===== config.mk =====
export PLATFORM = sky130hd
export DESIGN_NAME = fifo_wr_arbiter
export DESIGN_NICKNAME = d
export VERILOG_FILES = /design/src/rtl/fifo_wr_arbiter.sv
export SDC_FILE = /design/constraint.sdc
export NUM_CORES = 1
export LEC_CHECK = 0
export BUFFER_PORTS_ARGS = -buffer_cell sky130_fd_sc_hd__buf_2
export CAP_MARGIN = 20
export CORE_MARGIN = 3
export CORE_UTILIZATION = 42
export CTS_CLUSTER_DIAMETER = 40
export DETAILED_ROUTE_END_ITERATION = 7
export GPL_ROUTABILITY_DRIVEN = 0
export PLACE_DENSITY = 0.79
export SETUP_SLACK_MARGIN = 0.05
export SLEW_MARGIN = 20
export SYNTH_ARGS = -nofsm -noshare
export SYNTH_HDL_FRONTEND = slang
export SYNTH_SLANG_ARGS = --single-unit

===== constraint.sdc =====
create_clock -name clk -period 1.95 [get_ports clk]
set_input_delay 0.195 -clock clk [delete_from_list [all_inputs] [get_ports clk]]
set_output_delay 0.195 -clock clk [all_outputs]
set_load 0.01 [all_outputs]

===== src/rtl/fifo_wr_arbiter.sv =====
// Round-robin arbiter sharing one fifo write port between NREQ valid/ready requesters, with bounded bursts.
// Optional per-requester beat counters (stat_clr / stat_beats) are enabled by defining FIFO_ARB_STATS_EN.
module fifo_wr_arbiter #(
  parameter int NREQ  = 4,
  parameter int WIDTH = 8,
  parameter int BURST = 4
) (
  input  logic                       clk,
  input  logic                       rst,
  input  logic [NREQ-1:0]            req_valid,
  input  logic [NREQ*WIDTH-1:0]      req_data,
  output logic [NREQ-1:0]            req_ready,
  input  logic                       fifo_full,
  output logic                       fifo_wr_en,
  output logic [WIDTH-1:0]           fifo_din,
  output logic [$clog2(NREQ)-1:0]    gnt_id,
  output logic                       busy
`ifdef FIFO_ARB_STATS_EN
  ,
  input  logic                       stat_clr,
  output logic [NREQ*16-1:0]         stat_beats
`endif
);

  localparam int IDW = $clog2(NREQ);

  typedef enum logic {S_IDLE, S_GRANT} state_t;

  state_t         state;
  logic [IDW-1:0] owner;
  logic [IDW-1:0] last;
  logic [IDW-1:0] pick;
  logic [3:0]     beats;
  logic           owner_valid;
  logic           accept;

  // Walk downward so the closest valid index after last overwrites farther ones.
  always_comb begin
    pick = last;
    for (int i = NREQ; i >= 1; i--) begin
      if (req_valid[(int'(last) + i) % NREQ]) pick = IDW'((int'(last) + i) % NREQ);
    end
  end

  assign owner_valid = req_valid[owner];
  assign accept      = (state == S_GRANT) && owner_valid && !fifo_full;
  assign fifo_wr_en  = accept;
  assign busy        = (state == S_GRANT);
  assign gnt_id      = owner;
  assign fifo_din    = (state == S_GRANT) ? req_data[int'(owner)*WIDTH +: WIDTH] : '0;

  always_comb begin
    req_ready = '0;
    if (state == S_GRANT && !fifo_full) req_ready[owner] = 1'b1;
  end

  always_ff @(posedge clk or posedge rst) begin
    if (rst) begin
      state <= S_IDLE;
      owner <= '0;
      last  <= IDW'(NREQ - 1);
      beats <= '0;
    end else begin
      case (state)
        S_IDLE: begin
          if (|req_valid) begin
            owner <= pick;
            beats <= '0;
            state <= S_GRANT;
          end
        end
        S_GRANT: begin
          // Release on a completed burst or when the owner withdraws.
          if (!owner_valid || (accept && beats == 4'(BURST - 1))) begin
            state <= S_IDLE;
            last  <= owner;
          end else if (accept) begin
            beats <= beats + 4'd1;
          end
        end
        default: state <= S_IDLE;
      endcase
    end
  end

`ifdef FIFO_ARB_STATS_EN
  for (genvar gi = 0; gi < NREQ; gi++) begin : g_stats
    logic [15:0] cnt;
    always_ff @(posedge clk or posedge rst) begin
      if (rst) begin
        cnt <= '0;
      end else if (stat_clr) begin
        cnt <= '0;
      end else if (accept && owner == IDW'(gi) && cnt != 16'hFFFF) begin
        cnt <= cnt + 16'd1;
      end
    end
    assign stat_beats[gi*16 +: 16] = cnt;
  end
`endif

endmodule

==> results_dict.tcl <==
set metrics [dict create \
    peakVddDrop_mv 0.778 \
    cts_buffer_depth 2 \
    slew_headroom_pct 64.3 \
    p_per_area_nw_per_um2 1270 \
    syn-instance-count 86 \
    grt_remaining_overflow 0 \
    drt_iter0_drc 26 \
    tritoncts "yes" \
    min_path_cells 3 \
    initial_core_util_pct 47.5 \
    crit_fanout 7 \
    firstDrtPassIters 4 \
    final_cell_mix "buf_2, nand2_1, mux4_2, and2_1" \
    setup-tns-final_ns 0 \
    ys_warn_count 0 \
    worst_setup_path_start_kind "register" \
    status "finished clean" \
    ant_nets 0 \
    fmax_mhz 567 \
    fillers 164 \
    final-setup-viol-count 0 \
    vias_per_cell 5.52 \
    min_path_type "primary input to register" \
    vias 939 \
    wl_per_cell_um 14.6 \
    cellLeakagePower_nw 0.630 \
    synth_area_um2 883 \
    multiInputGateArea_um2 619 \
    port_buffers 54 \
    synth_edf_count 0 \
    dp.cells 165 \
    grt_usage_pct 19.5 \
    fp.dieArea_um2 2690 \
    crit_type "register to output pin" \
    stdcell_count 170 \
    ioPinCount 55 \
    grt_pass1_wl_mm 4.02 \
    hold_viol 0 \
    route.detailed.drc 0 \
    numCtsBuffers 3 \
    synth_top_area_share_pct 20.4 \
    synth_cell_types 33 \
    syn2layout_area_growth_pct 39.4 \
    fp.dieH_um 51.9 \
    ys_ff_latch 9 \
    fin_crit_sh_pct 90.5 \
    drv_cap 0 \
    layout_commonest_cell "buf_2" \
    die_x_um 51.9 \
    dp_hpwl_mm 2.06 \
    seqCellArea_um2 229 \
    grt_antenna_before_repair 0 \
    grt_max_degree 18 \
    drt_wl_total_mm 2.49 \
    worst_setup_path_end_kind "output pin" \
    grt_setup_unrepaired "no" \
    h-tree-depth 1 \
    syn_area_per_cell_um2 10.3 \
    first_global_vias 919 \
    netlist_top_cells_area "mux4_2, dfrtp_1, mux2i_1" \
    path_clk_slew_ns 0.06 \
    cp.arrival_ns 1.57 \
    num_antenna_cells 0 \
    ys.flop_type "dfrtp_1" \
    yosysSeqAreaShare_pct 25.8 \
    synth_largest_area_cell "mux4_2" \
    synth_fp_nets 126 \
    drive_gt1_share_pct 53.8 \
    core_um2 1860 \
    period_needed_ns 1.76 \
    slew_violations 0 \
    clkSinkCount 9 \
    worstSkewPairLatency_ns 0.25 \
    regToRegSetupSlack_ns 0.27 \
    clock_skew_ns 0.00574 \
    rr_worst_depth 4 \
    nets 186 \
    synthArstFlopShare_pct 100 \
    root_buffer "clkbuf_4" \
    cp_data_required_time_ns 1.75 \
    worst_pin_slew_ns 0.534 \
    rows 15 \
]
## sequential cells by signal (all words and copies together), names as in the netlist
name    count
gnt_id      2
busy        1
beats       4
last        2
## critical path, stage by stage, from the launching register on
cell     delay [ns]
dfrtp_1        0.34
buf_4          0.18
mux4_2         0.49
and2_1         0.17
buf_2          0.13
## synthesized netlist by cell type (2+ instances only)
cell and n:
and2_1 8, mux4_2 8, nand2_1 8, dfrtp_1 7, a21oi_1 6, mux2i_1 6
nor2_1 6, inv_1 4, nand2b_1 3, nand3b_1 3, buf_2 2, dfstp_2 2
nand3_1 2, o21ai_0 2
## through the flow
| stage | area, um^2 | hold WS (ns) | util (%) | setup WS [ns] | total power, mW |
|---|---|---|---|---|---|
| 4_1_cts | 1230 | 0.347 | 66.2 | 0.0827 | 1.59 |
| 2_1_floorplan | 883 | 0.0215 | - | 0.295 | 1.10 |
| 6_report | 1230 | 0.349 | 66.3 | 0.185 | 1.57 |
| 5_1_grt | 1230 | 0.379 | 66.3 | 0.0966 | 1.71 |
| 3_3_place_gp | 1190 | 0.168 | 64.2 | 0.359 | 1.40 |
| 3_5_place_dp | 1190 | 0.168 | 64.2 | 0.286 | 1.44 |
## path summary, 6_finish.rpt
check	start	endpoint
worst min register to register	beats[3]	beats[3]
worst max register to register	beats[0]	last[0]
max in group asynchronous	rst	last[1]
worst max-delay path	gnt_id[0]	fifo_din[2]
worst min-delay path	req_valid[1]	busy
min in group asynchronous	rst	beats[0]
## report_power, final
part	switching [mW]	internal, mW
sequential	0.126	0.273
combinational	0.479	0.552
clock	0.0585	0.0784
total	0.664	0.903
## per-layer routing
layer	global-route usage [%]	routed length (um)	part of all wire, %
met2	37.2	1320	53
met4	5.24	5	0.20
met5	0	0	0
met1	21.7	919	37
met3	3.44	239	9.6
## repair_timing
item / in CTS / in global routing
gates resized for setup: 0 / 1
setup endpoints to repair: 0 / 9
setup buffers: 0 / 0
hold buffers: 1 / 0
hold endpoints to repair: 7 / 0
## final cells by class
type | instances | share of cell area, %
clock buffer | 4 | 2.13
inverter | 4 | 1.22
multi-input combinational | 69 | 50.3
sequential | 9 | 18.6
tap | 25 | 2.54
timing repair buffer | 59 | 25.2
## logic make-up (layout without fill, tap and decap cells)
logic type,Yosys count,count (layout),synth area share (%)
and+or+nand+nor,37,37,24.4
muxes,16,16,29.7
AOI/OAI and AO/OA,15,15,14.6
DFF,9,9,25.8
buffers and inverters,8,67,4.11
adders and majority gates,1,1,1.42
Note: power is estimated with default switching activity, not from simulation.
